**src/rtl/uart_rx_pkg.sv**
```systemverilog
// Shared widths, FSM state encoding and the parity helper for the UART frame buffer.
package uart_rx_pkg;

    localparam int unsigned FRAME_W    = 9;
    localparam int unsigned DATA_W     = 8;
    localparam int unsigned PERR_CNT_W = 8;

    typedef enum logic [1:0] {
        S_IDLE = 2'd0,
        S_PUSH = 2'd1,
        S_ACK  = 2'd2,
        S_WAIT = 2'd3
    } state_t;

    // 1 when the received parity bit does not match the expected sense.
    function automatic logic parity_err(input logic [FRAME_W-1:0] frame, input logic odd);
        return (^frame[DATA_W-1:0]) ^ frame[FRAME_W-1] ^ odd;
    endfunction

endpackage

```
**src/rtl/uart_rx_frame_buf_if.sv**
```systemverilog
// Receiver-side frame handshake, host read port and status signals of the frame buffer.
interface uart_rx_frame_buf_if;
    import uart_rx_pkg::*;

    logic                  frm_ready;
    logic [FRAME_W-1:0]    frm_data;
    logic                  frm_read;
    logic                  rd_en;
    logic                  rd_valid;
    logic [DATA_W-1:0]     rd_data;
    logic                  rd_perr;
    logic                  full;
    logic                  ovf;
    logic [PERR_CNT_W-1:0] perr_cnt;
    logic                  stat_clr;

    modport slave (
        input  frm_ready, frm_data, rd_en, stat_clr,
        output frm_read, rd_valid, rd_data, rd_perr, full, ovf, perr_cnt
    );

    modport master (
        output frm_ready, frm_data, rd_en, stat_clr,
        input  frm_read, rd_valid, rd_data, rd_perr, full, ovf, perr_cnt
    );

endinterface

```
**src/rtl/rx_fifo_core.sv**
```systemverilog
// Synchronous show-ahead FIFO; head output reads as zero while empty.
module rx_fifo_core #(
    parameter int unsigned DEPTH  = 8,
    parameter int unsigned ADDR_W = 3,
    parameter int unsigned WIDTH  = 9
) (
    input  logic             clk,
    input  logic             rst_n,
    input  logic             push,
    input  logic             pop,
    input  logic [WIDTH-1:0] din,
    output logic [WIDTH-1:0] dout,
    output logic             empty,
    output logic             full
);

    localparam logic [ADDR_W:0] DEPTH_C = (ADDR_W+1)'(DEPTH);

    logic [WIDTH-1:0]  mem [DEPTH];
    logic [ADDR_W-1:0] wptr;
    logic [ADDR_W-1:0] rptr;
    logic [ADDR_W:0]   count;
    logic              do_push;
    logic              do_pop;

    assign empty   = (count == '0);
    assign full    = (count == DEPTH_C);
    assign do_push = push && !full;
    assign do_pop  = pop && !empty;
    assign dout    = empty ? '0 : mem[rptr];

    always_ff @(posedge clk) begin
        if (do_push) begin
            mem[wptr] <= din;
        end
    end

    always_ff @(posedge clk or negedge rst_n) begin
        if (!rst_n) begin
            wptr  <= '0;
            rptr  <= '0;
            count <= '0;
        end else begin
            if (do_push) begin
                wptr <= wptr + 1'b1;
            end
            if (do_pop) begin
                rptr <= rptr + 1'b1;
            end
            unique case ({do_push, do_pop})
                2'b10:   count <= count + 1'b1;
                2'b01:   count <= count - 1'b1;
                default: count <= count;
            endcase
        end
    end

endmodule

```
**src/rtl/uart_rx_frame_buf.sv**
```systemverilog
// UART receive frame buffer: captures frames, checks parity, acknowledges the
// receiver once per frame and buffers bytes for the host.
module uart_rx_frame_buf
    import uart_rx_pkg::*;
#(
    parameter int unsigned DEPTH      = 8,
    parameter int unsigned ADDR_W     = 3,
    parameter bit          PARITY_ODD = 1'b0
) (
    input  logic                clk_br,
    input  logic                rst_n,
    uart_rx_frame_buf_if.slave  bus
);

    state_t               state;
    state_t               state_nxt;
    logic [FRAME_W-1:0]   cap;
    logic                 perr;
    logic                 fifo_push;
    logic                 fifo_drop;
    logic                 fifo_pop;
    logic                 fifo_empty;
    logic                 fifo_full;
    logic [FRAME_W-1:0]   fifo_dout;

    assign perr      = parity_err(cap, PARITY_ODD);
    assign fifo_push = (state == S_PUSH) && !fifo_full;
    assign fifo_drop = (state == S_PUSH) && fifo_full;
    assign fifo_pop  = bus.rd_en && !fifo_empty;

    always_ff @(posedge clk_br or negedge rst_n) begin
        if (!rst_n) begin
            state <= S_IDLE;
            cap   <= '0;
        end else begin
            state <= state_nxt;
            if (state == S_IDLE && bus.frm_ready) begin
                cap <= bus.frm_data;
            end
        end
    end

    always_comb begin
        state_nxt    = state;
        bus.frm_read = 1'b0;
        unique case (state)
            S_IDLE: if (bus.frm_ready) state_nxt = S_PUSH;
            S_PUSH: state_nxt = S_ACK;
            S_ACK: begin
                bus.frm_read = 1'b1;
                state_nxt    = S_WAIT;
            end
            S_WAIT: if (!bus.frm_ready) state_nxt = S_IDLE;
            default: state_nxt = S_IDLE;
        endcase
    end

    // A new event in the same cycle as stat_clr takes precedence over the clear.
    always_ff @(posedge clk_br or negedge rst_n) begin
        if (!rst_n) begin
            bus.ovf      <= 1'b0;
            bus.perr_cnt <= '0;
        end else begin
            if (fifo_drop) begin
                bus.ovf <= 1'b1;
            end else if (bus.stat_clr) begin
                bus.ovf <= 1'b0;
            end

            if (fifo_push && perr) begin
                if (bus.stat_clr) begin
                    bus.perr_cnt <= PERR_CNT_W'(1);
                end else if (bus.perr_cnt != '1) begin
                    bus.perr_cnt <= bus.perr_cnt + 1'b1;
                end
            end else if (bus.stat_clr) begin
                bus.perr_cnt <= '0;
            end
        end
    end

    rx_fifo_core #(
        .DEPTH  (DEPTH),
        .ADDR_W (ADDR_W),
        .WIDTH  (FRAME_W)
    ) u_fifo (
        .clk   (clk_br),
        .rst_n (rst_n),
        .push  (fifo_push),
        .pop   (fifo_pop),
        .din   ({perr, cap[DATA_W-1:0]}),
        .dout  (fifo_dout),
        .empty (fifo_empty),
        .full  (fifo_full)
    );

    assign bus.rd_valid = !fifo_empty;
    assign bus.rd_data  = fifo_dout[DATA_W-1:0];
    assign bus.rd_perr  = fifo_dout[FRAME_W-1];
    assign bus.full     = fifo_full;

endmodule

```
**src/flat_wrapper.sv**
```systemverilog
// flat-port wrapper written by rule: the top's interface ports become plain ports
module uart_rx_frame_buf_flat import uart_rx_pkg::*;
#(
    parameter int unsigned DEPTH      = 8,
    parameter int unsigned ADDR_W     = 3,
    parameter bit          PARITY_ODD = 1'b0
)
  (clk_br, rst_n, bus_frm_ready, bus_frm_data, bus_rd_en, bus_stat_clr, bus_frm_read, bus_rd_valid, bus_rd_data, bus_rd_perr, bus_full, bus_ovf, bus_perr_cnt);
  uart_rx_frame_buf_if bus_i ();
  input  logic clk_br;
  input  logic rst_n;
  input wire logic [$bits(bus_i.frm_ready)-1:0] bus_frm_ready;
  input wire logic [$bits(bus_i.frm_data)-1:0] bus_frm_data;
  input wire logic [$bits(bus_i.rd_en)-1:0] bus_rd_en;
  input wire logic [$bits(bus_i.stat_clr)-1:0] bus_stat_clr;
  output wire logic [$bits(bus_i.frm_read)-1:0] bus_frm_read;
  output wire logic [$bits(bus_i.rd_valid)-1:0] bus_rd_valid;
  output wire logic [$bits(bus_i.rd_data)-1:0] bus_rd_data;
  output wire logic [$bits(bus_i.rd_perr)-1:0] bus_rd_perr;
  output wire logic [$bits(bus_i.full)-1:0] bus_full;
  output wire logic [$bits(bus_i.ovf)-1:0] bus_ovf;
  output wire logic [$bits(bus_i.perr_cnt)-1:0] bus_perr_cnt;
  assign bus_i.frm_ready = bus_frm_ready;
  assign bus_i.frm_data = bus_frm_data;
  assign bus_i.rd_en = bus_rd_en;
  assign bus_i.stat_clr = bus_stat_clr;
  assign bus_frm_read = bus_i.frm_read;
  assign bus_rd_valid = bus_i.rd_valid;
  assign bus_rd_data = bus_i.rd_data;
  assign bus_rd_perr = bus_i.rd_perr;
  assign bus_full = bus_i.full;
  assign bus_ovf = bus_i.ovf;
  assign bus_perr_cnt = bus_i.perr_cnt;
  uart_rx_frame_buf #(.DEPTH(DEPTH), .ADDR_W(ADDR_W), .PARITY_ODD(PARITY_ODD)) u_core (.clk_br(clk_br), .rst_n(rst_n), .bus(bus_i));
endmodule
```
**config.mk**
```make
export PLATFORM = sky130hd
export DESIGN_NAME = uart_rx_frame_buf_flat
export DESIGN_NICKNAME = d
export VERILOG_FILES = /design/src/rtl/uart_rx_pkg.sv /design/src/rtl/uart_rx_frame_buf_if.sv /design/src/rtl/rx_fifo_core.sv /design/src/rtl/uart_rx_frame_buf.sv /design/src/flat_wrapper.sv
export SDC_FILE = /design/constraint.sdc
export NUM_CORES = 1
export LEC_CHECK = 0
export ABC_AREA = 1
export CORE_MARGIN = 2
export CORE_UTILIZATION = 40
export DETAILED_ROUTE_END_ITERATION = 6
export PLACE_DENSITY = 0.6
export SLEW_MARGIN = 10
export SYNTH_ARGS = -nofsm -noshare
export SYNTH_HDL_FRONTEND = slang
export SYNTH_SLANG_ARGS = --single-unit
```
**constraint.sdc**
```tcl
create_clock -name clk_br -period 2.65 [get_ports clk_br]
set_input_delay 0.265 -clock clk_br [delete_from_list [all_inputs] [get_ports clk_br]]
set_output_delay 0.265 -clock clk_br [all_outputs]
set_load 0.05 [all_outputs]
```
==> results_dict.tcl <==
set metrics [dict create \
    outcome "finished clean" \
    avgSynthCellArea_um2 11.10 \
    synthesis_warnings 0 \
    postSynth.topFlopCell "edfxtp_1" \
    fmax_mhz 413.2 \
    floorplan.io_pins 35 \
    asyncSetResetFlopFracSynth_pct 29.41 \
    crit_required_ns 2.38 \
    global_route.overflow_total 0 \
    num_antenna_cells 0 \
    top_usage_layer "met2" \
    cts-htree-levels 3 \
    switching_power_as_a_share_of_total_power_pct 43.09 \
    worst_supply_voltage_drop_on_vdd_mv 1.277 \
    rrSetupSlack_ns 0.39 \
    chip_height_um 111.6 \
    cts.reportedPaths.clkPinSlew_ns 0.08 \
    max_slew.worst_pin.slew_ns 0.5212 \
    worst_path_largest_cell_delay_ns 0.56 \
    crit_arrival_ns 2.16 \
    grt_pass1_vias 3038 \
    setup.worst_path.start "u_core.u_fifo.rptr[0]" \
    postCtsResizedCells 0 \
    switchingPower_w 0.002916 \
    pre_cts_ws_ns 0.4138 \
    cts_root_buffer "clkbuf_16" \
    layout.cells.most_common_list "nor2_1, edfxtp_1, nand2_1, dfrtp_1, o21ai_0" \
    fin_crit_ns 2.420 \
    antenna_left 0 \
    detail_route.iter0.violations 142 \
    die_width_um 111.6 \
    grt_setup_unrepaired "false" \
    cts_buffers 9 \
    share_comb_of_total_power_pct 43.1 \
    yosys.area.top_type "edfxtp_1" \
    synthDominantCellAreaShare_pct 46.73 \
    ff2ff_path_depth 12 \
    r2r_start "u_core.u_fifo.count[1]" \
    hpwl_um 6222 \
    tns_ns 0 \
    tritoncts_num_sinks 102 \
    final.hold.worst_slack_ns 0.3151 \
    post_layout_total_power_w 0.006768 \
    nets 485 \
    clockPowerShare_pct 18.5 \
    max-clock-path-buffers 2 \
    cellLeakagePower_nw 2.108 \
    intPower_w 0.003852 \
    drc_errors 0 \
    length_of_the_first_detailed_routing_pass_in_iterations 4 \
    critPathLaunchType "flop" \
    worst_clock_skew_ns 0.01202 \
    hold_buffers 0 \
    hold_viol_final 0 \
    post_drt_via_cell_ratio 5.054 \
    yosysUniqueCellTypes 37 \
    p_per_area_mw_per_mm2 1249 \
    antenna_found_initial 0 \
    synth_area_mm2 0.004627 \
    floorplan.core_area_mm2 0.01137 \
    tritoncts "built" \
    setup_viol 0 \
    use_met2_pct 26.10 \
    nets_in_the_synthesized_netlist 442 \
    drt-total-wl_um 8889 \
    detail_route.wl_per_cell_um 14.62 \
    path_common_cell "nor2_1" \
    critical_path_peak_fanout 27 \
    holdCritPathClass "in -> async" \
    number_of_enable_type_register_cells_in_the_synthesized_netlist 72 \
    cp_slowest_cell "dfrtp_1" \
    synth_top_cells_by_area "edfxtp_1, dfrtp_1, nor2_1, nand2_1, o32ai_1" \
    syn-instance-count 417 \
    placed_cells 592 \
    grt_pass1_wl_um 15130 \
    flip_flop_and_latch_count_after_synthesis 102 \
    initial_utilization_pct 40.70 \
    cap_violations 0 \
    rr_endpoint "u_core.u_fifo.count[2]" \
    relSlewSlack_pct 65.14 \
    finalMaxSlewViolations 0 \
    placement.io_buffers 34 \
    seq_power_share_pct 38.4 \
    layout_commonest_cell "nor2_1" \
    area_growth_syn_to_layout_pct 17.09 \
    route.vias.total 3073 \
    end_kind "output pin" \
    track_usage_pct 15.21 \
    gp_congestion 0.7946 \
    finish.cell_count_without_fillers 608 \
    die-area_mm2 0.01244 \
    critical_path_class "reg -> out" \
    cts_post_setup_buffers_inserted 0 \
    global_route.usage.met3_pct 2.994 \
    setup.worst_path.end "bus_rd_data[5]" \
    grt_use_met1_pct 20.15 \
    critical_path.cell_chain "buf_4, nor2_1, o32ai_1, nor2_1, nor2_1, buf_4" \
    grt_max_degree 31 \
    clock_latency_ns 0.34 \
    placementRows 39 \
    drive_gt1_share_pct 14.62 \
    post-route-period-util_pct 91.33 \
    synth-seq-area-share_pct 62.95 \
    postLayoutSetupSlackWorst_ns 0.2297 \
]
[metrics by stage]
| step | instance area, um2 | util (%) |
|---|---|---|
| floorplan | 4627 | - |
| global placement | 5127 | 45.10 |
| detailed placement | 5127 | 45.10 |
| CTS | 5418 | 47.65 |
| global route | 5418 | 47.65 |
| finish | 5418 | 47.65 |
[synth_stat cells (5+ instances only)]
library cell   n
a21oi_1       13
nand3_1       12
ha_1          11
o21ai_0       29
xor2_1        10
buf_2          5
o32ai_1       18
nand2_2        7
dfrtp_1       30
nand2_1       45
inv_2          5
nor2_1        95
inv_1         21
clkbuf_1       5
nand3_2        5
edfxtp_1      72
[kinds of logic (layout without fill, tap and decap cells)]
family                   count (synthesis)  in the layout  synth area share (%)
buffers and inverters                   45             93                 4.651
flip-flops                             102            102                 62.95
AO/OA/AOI/OAI                           67             67                 9.167
XOR/XNOR                                12             12                 2.271
adder cells (fa/ha/maj)                 11             11                 2.975
AND/OR/NAND/NOR                        176            176                 17.01
multiplexers                             4              4                0.9734
[per-layer routing]
layer / up-vias / part of all wire (%)
met5: - / 0
met4: 0 / 0.88
met3: 8 / 3.0
met2: 51 / 50
met1: 1477 / 46
li1: 1537 / -
[critical path, delay by kind of cell (launching register included)]
family / cells / cell delay [ns]
AOI/OAI and AO/OA: 1 / 0.40
buffers and inverters: 2 / 0.55
DFF: 1 / 0.56
and+or+nand+nor: 3 / 0.28
[final cells by class]
class | count | area, um2
Fill cell | 1051 | 5952
Tap cell | 143 | 178.9
Multi-Input combinational cell | 270 | 1499
Timing Repair Buffer | 49 | 430.4
Clock inverter | 7 | 65.06
Sequential cell | 102 | 2913
Inverter | 28 | 106.4
Clock buffer | 9 | 225.2
[worst min-delay path by stage]
stage	end	cells past startpoint	slack, ns
5_1_grt	u_core.state[1]	2	0.36
3_5_place_dp	u_core.bus.ovf	1	0.52
4_1_cts	u_core.state[1]	2	0.33
3_3_place_gp	u_core.u_fifo.count[0]	1	0.52
2_1_floorplan	u_core.bus.ovf	0	-0.03
6_report	u_core.state[1]	2	0.32
[registers in the layout, indices dropped and copies added, names as in the netlist]
name / cells
u_core.u_fifo.mem: 72
u_core.cap: 9
u_core.bus.perr_cnt: 8
u_core.u_fifo.count: 4
u_core.u_fifo.rptr: 3
u_core.u_fifo.wptr: 3
u_core.state: 2
u_core.bus.ovf: 1
[power by group through the flow]
stage	clock network, W	registers (W)	logic, W
after floorplan	0	0.00249	0.00226
after global placement	0	0.00263	0.00290
after detailed placement	0	0.00264	0.00295
after CTS	0.00129	0.00261	0.00296
after global routing	0.00136	0.00266	0.00324
final	0.00125	0.00260	0.00292
(Power assumes the default switching activity.)
